==> src/rtl/seq_mult_pkg.sv <==
// Shared types and helpers for the sequential signed multiplier.
package seq_mult_pkg;

    typedef enum logic [1:0] {IDLE, CALC, DONE} mult_state_t;

    localparam int ABS_W = 32;

    // Magnitude of a sign-extended operand; callers truncate to their own width.
    function automatic logic [ABS_W-1:0] abs_n(input logic signed [ABS_W-1:0] v);
        return v[ABS_W-1] ? ABS_W'(-v) : ABS_W'(v);
    endfunction

endpackage

==> src/rtl/seq_mult_adder.sv <==
// N-bit ripple adder with carry in/out, used as the multiplier's datapath adder.
module n_adder #(
    parameter int N = 8
) (
    input  logic [N-1:0] A,
    input  logic [N-1:0] B,
    input  logic         ci,
    output logic [N-1:0] S,
    output logic         co
);

    assign {co, S} = {1'b0, A} + {1'b0, B} + {{N{1'b0}}, ci};

endmodule

==> src/rtl/seq_mult.sv <==
// Signed shift-and-add multiplier: magnitudes are multiplied over N cycles,
// then the product is conditionally negated.
//   state | meaning
//   IDLE  | ready for an operand pair
//   CALC  | N add/shift iterations in progress
//   DONE  | product valid, waiting for the consumer
module seq_mult
    import seq_mult_pkg::*;
#(
    parameter int N = 8
) (
    input  logic           clk,
    input  logic           rst,
    input  logic           in_valid,
    output logic           in_ready,
    input  logic [N-1:0]   A,
    input  logic [N-1:0]   B,
    output logic           out_valid,
    input  logic           out_ready,
    output logic [2*N-1:0] P
);

    localparam int CW = $clog2(N) + 1;

    mult_state_t     state, state_next;
    logic [CW-1:0]   count;
    logic [N-1:0]    mag_a;
    logic [N-1:0]    acc_hi;
    logic [N-1:0]    acc_lo;
    logic            neg;
    logic [N-1:0]    add_s;
    logic            add_co;
    logic [N:0]      sum_sel;
    logic [2*N-1:0]  acc_next;
    logic            last_iter;

    n_adder #(.N(N)) u_adder (
        .A  (acc_hi),
        .B  (mag_a),
        .ci (1'b0),
        .S  (add_s),
        .co (add_co)
    );

    assign in_ready  = (state == IDLE);
    assign last_iter = (count == CW'(N - 1));

    always_comb begin
        state_next = state;
        sum_sel    = {1'b0, acc_hi};
        if (acc_lo[0]) begin
            sum_sel = {add_co, add_s};
        end
        acc_next = {sum_sel, acc_lo[N-1:1]};
        case (state)
            IDLE:    if (in_valid) state_next = CALC;
            CALC:    if (last_iter) state_next = DONE;
            DONE:    if (out_ready) state_next = IDLE;
            default: state_next = IDLE;
        endcase
    end

    always_ff @(posedge clk or posedge rst) begin
        if (rst) begin
            state     <= IDLE;
            count     <= '0;
            mag_a     <= '0;
            acc_hi    <= '0;
            acc_lo    <= '0;
            neg       <= 1'b0;
            P         <= '0;
            out_valid <= 1'b0;
        end else begin
            state <= state_next;
            case (state)
                IDLE: begin
                    if (in_valid) begin
                        mag_a  <= N'(abs_n(ABS_W'(signed'(A))));
                        acc_lo <= N'(abs_n(ABS_W'(signed'(B))));
                        acc_hi <= '0;
                        neg    <= A[N-1] ^ B[N-1];
                        count  <= '0;
                    end
                end
                CALC: begin
                    acc_hi <= acc_next[2*N-1:N];
                    acc_lo <= acc_next[N-1:0];
                    count  <= count + CW'(1);
                    // P only moves here, so consumers never see partial sums.
                    if (last_iter) begin
                        P         <= neg ? -acc_next : acc_next;
                        out_valid <= 1'b1;
                    end
                end
                DONE: begin
                    if (out_ready) out_valid <= 1'b0;
                end
                default: ;
            endcase
        end
    end

endmodule

==> config.mk <==
export PLATFORM = sky130hd
export DESIGN_NAME = seq_mult
export DESIGN_NICKNAME = d
export VERILOG_FILES = /design/src/rtl/seq_mult_pkg.sv /design/src/rtl/seq_mult_adder.sv /design/src/rtl/seq_mult.sv
export SDC_FILE = /design/constraint.sdc
export NUM_CORES = 1
export LEC_CHECK = 0
export BUFFER_PORTS_ARGS = -buffer_cell sky130_fd_sc_hd__buf_4
export CAP_MARGIN = 20
export CORE_MARGIN = 2
export CORE_UTILIZATION = 62
export CTS_CLUSTER_DIAMETER = 80
export DETAILED_ROUTE_END_ITERATION = 8
export PLACE_DENSITY = 0.92
export SLEW_MARGIN = 20
export SYNTH_ARGS = -nofsm -noshare
export SYNTH_HDL_FRONTEND = slang
export SYNTH_HIERARCHICAL = 1
export SYNTH_SLANG_ARGS = --single-unit
==> constraint.sdc <==
create_clock -name clk -period 5 [get_ports clk]
set_clock_uncertainty 0.1 [all_clocks]
set_input_delay 0.75 -clock clk [delete_from_list [all_inputs] [get_ports clk]]
set_output_delay 0.75 -clock clk [all_outputs]
set_load 0.02 [all_outputs]
==> results of run 1 <==
## power by group
part,internal [W],switching [W]
logic,0.000520,0.000674
clock network,0.000110,0.000127
registers,0.000560,0.000197
total,0.00119,0.000998
## path summary, 6_finish.rpt
path	startpoint	to	slack [ns]	depth (start not counted)
setup / recovery	acc_hi[0]$_DFFE_PP0P_	P[13]$_DFFE_PP0P_	1.83	10
hold / removal	P[0]$_DFFE_PP0P_	P[0]$_DFFE_PP0P_	0.39	2
setup reg to reg	acc_hi[0]$_DFFE_PP0P_	P[13]$_DFFE_PP0P_	1.83	10
hold reg to reg	P[0]$_DFFE_PP0P_	P[0]$_DFFE_PP0P_	0.39	2
max in group asynchronous	rst	mag_a[5]$_DFFE_PP0P_	3.90	3
min in group asynchronous	rst	P[5]$_DFFE_PP0P_	0.49	3
## kinds of logic (layout without fill, tap and decap cells)
| logic type | after synthesis | in the layout | share of synthesized area [%] |
|---|---|---|---|
| AOI/OAI and AO/OA | 89 | 89 | 18.0 |
| xor gates and xnor gates | 29 | 29 | 8.83 |
| adders and majority gates | 13 | 13 | 6.18 |
| buffers and inverters | 29 | 58 | 3.87 |
| DFF | 48 | 48 | 41.8 |
| muxes | 12 | 12 | 4.18 |
| other | 1 | 1 | 0.130 |
| and+or+nand+nor | 102 | 102 | 17.1 |
## metrics by stage
| stage | worst slack (ns) | instances | power, W | hold WS (ns) |
|---|---|---|---|---|
| after floorplan | 2.05 | 323 | 0.00164 | 0.346 |
| after global placement | 1.93 | 397 | 0.00190 | 0.362 |
| after detailed placement | 1.86 | 397 | 0.00195 | 0.377 |
| after CTS | 1.84 | 404 | 0.00219 | 0.394 |
| after global routing | 1.69 | 404 | 0.00237 | 0.420 |
| final | 1.83 | 404 | 0.00219 | 0.393 |
## cell usage after synthesis (3+ instances only)
cell type / count / area (um2)
clkbuf_1: 12 / 45.0
o31ai_1: 5 / 37.5
o21ai_0: 17 / 85.1
or3_1: 4 / 25.0
dfrtp_1: 48 / 1200
nand2_1: 50 / 188
o21ai_1: 37 / 185
a22oi_1: 5 / 37.5
nor2b_1: 6 / 37.5
a21oi_1: 11 / 55.1
ha_1: 11 / 138
mux2i_1: 12 / 120
nor3_1: 7 / 35.0
nand3_1: 12 / 60.1
inv_1: 12 / 45.0
nand2b_1: 3 / 18.8
nor2_1: 9 / 33.8
xor2_1: 13 / 114
xnor2_1: 16 / 140
## registers in the layout (all words and copies together), names as in the netlist
signal     count
P             16
acc_hi         8
acc_lo         8
mag_a          8
count          4
state          2
neg            1
out_valid      1
## worst reg2reg max path: cells and delay by family (launching register included)
family                     cells  cell delay (ns)
DFF                            1             0.43
xor gates and xnor gates       2             0.31
AOI/OAI and AO/OA              5             0.73
and+or+nand+nor                1             0.56
adders and majority gates      2             0.92
## routing by layer
metal,share of wire [%],vias up,track usage (%)
li1,-,1196,-
met1,45,1109,30.2
met2,48,58,40.0
met3,5.2,7,4.17
met4,1.3,0,7.55
met5,0,-,0
## area by class of cell
| type | instances | area share (%) |
|---|---|---|
| multi-input cells | 246 | 48.1 |
| flip-flops and latches | 48 | 36.9 |
| repair buffers | 38 | 8.76 |
| clock buffers | 6 | 2.53 |
| well taps | 52 | 2.00 |
| inverters | 13 | 1.50 |
| clock inverters | 1 | 0.269 |
==> results.txt, run 1 <==
Status - finished clean
Register area share after synthesis - 41.8%
Tightest Pin Transition - 0.930 ns
DR vias/cell - 5.87
Most frequent cells in the layout - nand2_1, dfrtp_1, buf_4
Syn_nets - 356
Vias in the first global route - 2,167
HP Class - reg -> reg
Setup TNS - 0 ns
Max Transition Viols Final - 0
Grt ovf - 0
Ratio of cells with drive above 1 in the final layout - 13.6%
CTS tree - yes
Root buffer cell - clkbuf_8
FP Rows - 24
Drt drc - 0
CTS buffer count - 5
Peak fanout along the critical path - 4
Post-route cell area - 0.00326 mm2
Commonest non-fill, non-tap cell in the layout - nand2_1
Average cell area after synthesis - 8.91 um2
Register area - 0.00120 mm2
Max Clock Freq - 315 MHz
Clk buf depth - 2
Prevailing post-synth register cell - dfrtp_1
Final setup viols - 0
Critical Path End Type - flip-flop
Crit path largest cell delay - 0.56 ns
DR vias - 2,370
Initial antenna violation count - 0
Slowest CP cell - or4b_1
Worst path bufs/invs - 0
FF+latch count, synth - 48
Final worst path period need - 3.17 ns
RSZ-0062 raised after global routing - false
WS Path Type - reg -> reg
Crit-path cells - fa_1 -> fa_1 -> a21oi_1 -> o21bai_1 -> xor2_1 -> or4b_1 -> o22a_1 -> o21ai_1 -> xnor2_1 -> o21ai_1
Fillcell total - 343
H-Tree Depth - 2
Core ar. - 0.00441 mm2
Gr usage total - 23.4%
Placer congestion estimate - 0.880
Clk Latency, worst-skew pair - 0.31 ns
Final WL - 5.56 mm
Max VDD drop - 0.292 mV
Setup repair bufs after CTS - 0
Post-DP HPWL - 4.12 mm
# IOs - 38
Final Cycle Share - 63.5%
Clock tree sinks - 48
Largest net degree at the start of global routing - 49
IO buf count - 37
Clk pin slew, worst setup/hold paths - 0.09 ns
Post-DRT Antenna Nets - 0
Syn Inst Count - 323
CTS Hold Buffers Added - 0
Area of the multi-input gates - 0.00157 mm2
Diodes inserted - 0
CP delay by family, top - adder cells
Finished Core Util - 73.8%
Post-synth cell types - 42
Chip Height - 72.1 um
CP required - 5.06 ns
CP Launch Type - flip-flop
Worst Path Arrival - 3.24 ns
FFs w/ async S/R, synth - 100%
CTS-repair resized insts - 0
Area after DPL - 0.00316 mm2
Post-synth EDFFs - 0
Detailed Routing Iterations Pass 1 - 5
1st-iter DRT viols - 163
Pwr Density - 672 mW/mm2
Worst slew margin - 37.8%
Final hold violation count - 0
Lkg Pwr - 1.50 nW
Cell area after synthesis - 0.00288 mm2
Starting Density - 65.2%
Area Growth Syn to Fin - 13.3%
First-pass GRT wire length - 9.56 mm
Fin nets - 385
Synth Warn # - 6
Routed length per instance - 13.8 um
Die area - 0.00520 mm2
Die Width - 72.1 um
MaxCap Viol Count - 0
(Power assumes the default switching activity.)
==> inputs of run 2 (changes only) <==
CORE_UTILIZATION = 58   (was 62)
PLACE_DENSITY = 0.87   (was 0.92)
clock period = 3.2 ns   (was 5 ns; I/O delays follow)
==> run 2 against run 1 <==
Final area up 3.6%. Non-clock buffer count rose by 4. Clock power rose by 96%. Setup slack got worse by 1.7 ns. Via count up 1.7%. Critical path type unchanged.
==> results.txt, run 2 (synthesis results as in run 1) <==
Post-DP HPWL - 4.30 mm
Drt drc - 0
Grt ovf - 0
Max FFs per register - 16
CTS tree - yes
Largest net degree at the start of global routing - 49
Worst Path Arrival - 3.09 ns
Pwr Density - 1070 mW/mm2
Crit path largest cell delay - 0.56 ns
Finished Core Util - 71.0%
Area Growth Syn to Fin - 17.4%
Gr usage total - 23.1%
Root buffer cell - clkbuf_8
R2R Path End - P[13]$_DFFE_PP0P_
Final Cycle Share - 95.1%
FP Rows - 25
Placer congestion estimate - 0.915
Top reg by flops - P
Vias in the first global route - 2,294
Initial antenna violation count - 0
Final hold violation count - 0
Clock tree sinks - 48
CP required - 3.25 ns
Peak fanout along the critical path - 3
Status - finished clean
CTS Hold Buffers Added - 0
Worst slew margin - 35.4%
Starting Density - 60.5%
Diodes inserted - 0
First-pass GRT wire length - 9.96 mm
Die Width - 74.4 um
Crit-path cells - fa_2 -> fa_2 -> a21oi_2 -> o21bai_1 -> xor2_1 -> or4b_4 -> o22a_1 -> o21ai_2 -> xnor2_1 -> o21ai_1
CP Launch Type - flip-flop
Routed length per instance - 14.1 um
Critical Path End Type - flip-flop
Chip Height - 74.4 um
HP Class - in -> async
Setup TNS - 0 ns
MaxCap Viol Count - 0
Commonest non-fill, non-tap cell in the layout - nand2_1
Max Clock Freq - 329 MHz
IO buf count - 37
Die area - 0.00554 mm2
Lkg Pwr - 1.55 nW
DR vias - 2,410
Most frequent cells in the layout - nand2_1, dfrtp_1, buf_4
Post-DRT Antenna Nets - 0
R2R Setup Slk - 0.16 ns
Detailed Routing Iterations Pass 1 - 4
DR vias/cell - 5.68
Max Transition Viols Final - 0
Ratio of cells with drive above 1 in the final layout - 16.5%
Final worst path period need - 3.04 ns
RR Startpoint - acc_hi[0]$_DFFE_PP0P_
H-Tree Depth - 2
Core ar. - 0.00475 mm2
Final setup viols - 0
CTS buffer count - 5
Clk Latency, worst-skew pair - 0.31 ns
Final WL - 5.96 mm
Max VDD drop - 0.479 mV
# IOs - 38
Clk pin slew, worst setup/hold paths - 0.10 ns
Fin nets - 389
Tightest Pin Transition - 0.967 ns
WS Path Type - reg -> reg
Clk buf depth - 2
Top cell by count, worst path - fa_2
Slowest CP cell - or4b_4
FF-to-FF path depth - 10
1st-iter DRT viols - 132
==> run 2: repair_timing <==
item / CTS / global route
gates resized for setup: 2 / 4
endpoints found under the hold margin: 0 / 0
pin swaps: 0 / 0
buffers inserted: 0 / 1
endpoints found under the setup margin: 3 / 4
==> run 2: per-layer routing <==
layer | GRT usage, % | wire length (um) | vias up
met5 | 0 | 0 | -
met4 | 7.34 | 62 | 0
met3 | 2.85 | 276 | 5
met2 | 39.9 | 2940 | 60
met1 | 30.2 | 2680 | 1142
li1 | - | - | 1203
==> run 2: final cells by class <==
cell class	count	area, um2
Multi-Input combinational cell	246	1590
Tap cell	67	83.8
Clock buffer	6	82.6
Sequential cell	48	1200
Inverter	13	48.8
Clock inverter	2	38.8
Fill cell	388	1380
Timing Repair Buffer	42	335
==> run 2: worst max path at each step <==
stage,start,to,slack (ns),depth (start not counted)
2_1_floorplan,acc_hi[0]$_DFFE_PP0P_,P[12]$_DFFE_PP0P_,0.25,10
3_3_place_gp,acc_hi[0]$_DFFE_PP0P_,P[12]$_DFFE_PP0P_,0.13,10
3_5_place_dp,acc_hi[0]$_DFFE_PP0P_,P[15]$_DFFE_PP0P_,0.02,11
4_1_cts,acc_hi[0]$_DFFE_PP0P_,P[13]$_DFFE_PP0P_,0.05,10
5_1_grt,acc_hi[0]$_DFFE_PP0P_,P[13]$_DFFE_PP0P_,-0.005,10
6_report,acc_hi[0]$_DFFE_PP0P_,P[13]$_DFFE_PP0P_,0.16,10
==> run 2: critical path, delay by kind of cell, from the launching register on <==
family / cells / cell delay (ns)
fa+ha+maj: 2 / 0.80
compound gates: 5 / 0.68
simple gates: 1 / 0.56
xor+xnor: 2 / 0.33
flops: 1 / 0.43
==> run 2: report_power, final <==
part           leakage (nW)  internal, W  switching (W)
clock network        0.0614     0.000256       0.000211
registers             0.595     0.000874       0.000308
logic                 0.889     0.000864        0.00110
==> run 2: metrics by stage <==
stage | instances | setup slack [ns] | hold slack [ns] | instance area, um2 | power, W
6_report | 424 | 0.158 | 0.125 | 3380 | 0.00362
3_3_place_gp | 414 | 0.128 | 0.361 | 3200 | 0.00298
4_1_cts | 422 | 0.0543 | 0.327 | 3330 | 0.00357
3_5_place_dp | 414 | 0.0239 | 0.375 | 3200 | 0.00307
5_1_grt | 424 | -0.00517 | 0.181 | 3380 | 0.00393
2_1_floorplan | 323 | 0.252 | 0.346 | 2880 | 0.00256
==> inputs of run 3 (changes only) <==
CTS_CLUSTER_SIZE = 8   (was unset)
SYNTH_HIERARCHICAL = unset   (was 1)
==> run 3 against run 2 <==
Clock power fell by 6.9%. Sequential power barely moved. Combinational power fell by 6%. Critical path depth fell by 1. Sequential share of layout area rose by 0.41 points. Wire length rose by 6.2%. Via count rose by 4.1%. Core utilization fell by 1.3 points. Critical endpoint is now P[15]$_DFFE_PP0P_.
==> results.txt, run 3 <==
Area Growth Syn to Fin - 15.1%
Chip Height - 74.7 um
CTS Hold Buffers Added - 0
Met3 Track Usage GR - 3.35%
GRT met1 Usage - 34.5%
Clk pin slew, worst setup/hold paths - 0.09 ns
Worst Hold Slack - 0.133 ns
Most used routing layer - met2
FP Rows - 25
Count leader, synth - nand2_1
CTS tree - yes
Post-route setup slack - 0.444 ns
Vias in the first global route - 2,274
Register area - 0.00120 mm2
Crit path largest cell delay - 0.46 ns
Starting Density - 60.6%
Ratio of cells with drive above 1 in the final layout - 15.2%
Post-DRT Antenna Nets - 0
First-pass GRT wire length - 10.6 mm
Slowest CP cell - fa_1
WS Path Type - reg -> reg
Setup repair bufs after CTS - 0
Syn_nets - 367
Leading area contributor after synthesis - dfrtp_1
Routed length per instance - 14.6 um
Cell area after synthesis - 0.00290 mm2
Synth Warn # - 0
HP Class - in -> async
CTS-repair resized insts - 0
Peak fanout along the critical path - 3
Critical Path End Type - flip-flop
CP Launch Type - flip-flop
Final WL - 6.34 mm
Core ar. - 0.00479 mm2
Clock tree sinks - 48
Post-synth cell types - 46
Setup TNS - 0 ns
Most frequent cells in the layout - nand2_1, dfrtp_1, o21ai_0
Die Width - 74.7 um
Top cells by count, synth - nand2_1, dfrtp_1, o21ai_0
Fin nets - 400
Met2 Use GR - 40.4%
Register area share after synthesis - 41.4%
Final Cycle Share - 86.1%
FFs w/ async S/R, synth - 100%
CP delay by family, top - simple AND/OR/NAND/NOR gates
FF+latch count, synth - 48
Crit-path cells - ha_1 -> fa_1 -> mux2i_1 -> and4bb_1 -> nand3_1 -> nor4_1 -> a31oi_1 -> xnor2_1 -> o21ai_1
Pwr Density - 1030 mW/mm2
Clk Latency, worst-skew pair - 0.31 ns
DP Worst Slack - 0.488 ns
Status - finished clean
Crit path depth - 9
Diodes inserted - 0
Prevailing post-synth register cell - dfrtp_1
Worst slew margin - 42.6%
1st-iter DRT viols - 176
Max Transition Viols Final - 0
Worst Path Arrival - 2.82 ns
DR vias - 2,509
CP required - 3.26 ns
Largest net degree at the start of global routing - 34
Commonest non-fill, non-tap cell in the layout - nand2_1
Final worst path period need - 2.76 ns
Tightest Pin Transition - 0.860 ns
DR vias/cell - 5.77
Synth top area share - 41.4%
Clk buf depth - 2
Cells taking the most area after synthesis - dfrtp_1, o21ai_0, nand2_1
Drt drc - 0
Max Clock Freq - 363 MHz
Lkg Pwr - 1.54 nW
MaxCap Viol Count - 0
Max FFs per register - 16
Max VDD drop - 0.398 mV
FF-to-FF path depth - 9
Die area - 0.00558 mm2
CTS buffer count - 5
# IOs - 38
IO buf count - 37
Root buffer cell - clkbuf_8
Worst path bufs/invs - 0
Area of the multi-input gates - 0.00160 mm2
Final setup viols - 0
Final hold violation count - 0
Detailed Routing Iterations Pass 1 - 4
Gr usage total - 25.3%
Post-synth EDFFs - 0
Fillcell total - 397
Top reg by flops - P
Grt ovf - 0
RSZ-0062 raised after global routing - false
Syn Inst Count - 334
Initial antenna violation count - 0
Final Power - 0.00345 W
Post-DP HPWL - 4.73 mm
Average cell area after synthesis - 8.68 um2
H-Tree Depth - 2
Placer congestion estimate - 0.907
-- run 3: changes by cell type in the layout (fill, tap and decap cells not counted), moves of 3 or more --
cell / change
a21oi_1: +5
mux2i_1: -7
nand2_1: +8
nand3_1: +4
nor2_1: +8
nor3_1: -4
o21ai_0: +29
o21ai_1: -34
o31ai_1: +3
xnor2_1: -7
xor2_1: +4
-- run 3: routing by layer --
layer,wire length [um],vias up
met2,2920,111
li1,-,1244
met4,145,0
met3,484,17
met5,0,-
met1,2780,1137
-- run 3: worst reg2reg max path: cells and delay by family, from the launching register on --
family	cells	cell delay, ns
and+or+nand+nor	3	0.73
adders and majority gates	2	0.72
DFF	1	0.40
muxes	1	0.27
AOI/OAI and AO/OA	2	0.21
xor gates and xnor gates	1	0.18
-- run 3: per-stage QoR --
| stage | instances | cell area (um2) | util [%] |
|---|---|---|---|
| 3_3_place_gp | 427 | 3230 | 67.5 |
| 2_1_floorplan | 334 | 2900 | - |
| 4_1_cts | 435 | 3340 | 69.8 |
| 3_5_place_dp | 427 | 3230 | 67.5 |
| 5_1_grt | 435 | 3340 | 69.8 |
| 6_report | 435 | 3340 | 69.8 |
-- run 3: path summary, 6_finish.rpt --
path | startpoint | to | slack [ns]
max | mag_a[0]$_DFFE_PP0P_ | P[15]$_DFFE_PP0P_ | 0.44
min | rst | P[6]$_DFFE_PP0P_ | 0.13
max reg2reg | mag_a[0]$_DFFE_PP0P_ | P[15]$_DFFE_PP0P_ | 0.44
min reg2reg | P[12]$_DFFE_PP0P_ | P[12]$_DFFE_PP0P_ | 0.39
max in group asynchronous | rst | acc_hi[0]$_DFFE_PP0P_ | 2.20
min in group clk | out_ready | state[1]$_DFFE_PP0P_ | 0.30
-- run 3: where the power goes --
part           internal, W  switching, W  total, W  leakage [nW]
Combinational     0.000771       0.00108   0.00186         0.885
Clock             0.000232      0.000203  0.000435        0.0552
Sequential        0.000869      0.000289   0.00116         0.598
-- run 3: final cells by class --
class | count | share of cell area, %
Clock buffer | 6 | 2.17
Clock inverter | 2 | 1.05
Inverter | 12 | 1.35
Multi-Input combinational cell | 260 | 47.9
Sequential cell | 48 | 36.0
Tap cell | 67 | 2.51
Timing Repair Buffer | 40 | 9.00
-- run 3: cell families (layout without fill, tap and decap cells) --
| family | count (synthesis) | after routing | synth area share [%] |
|---|---|---|---|
| flip-flops | 48 | 48 | 41.4 |
| XOR/XNOR | 26 | 26 | 7.85 |
| adder cells (fa/ha/maj) | 13 | 13 | 5.87 |
| AO/OA/AOI/OAI | 92 | 92 | 19.4 |
| AND/OR/NAND/NOR | 123 | 123 | 19.8 |
| multiplexers | 6 | 6 | 2.24 |
| buffers and inverters | 26 | 60 | 3.41 |
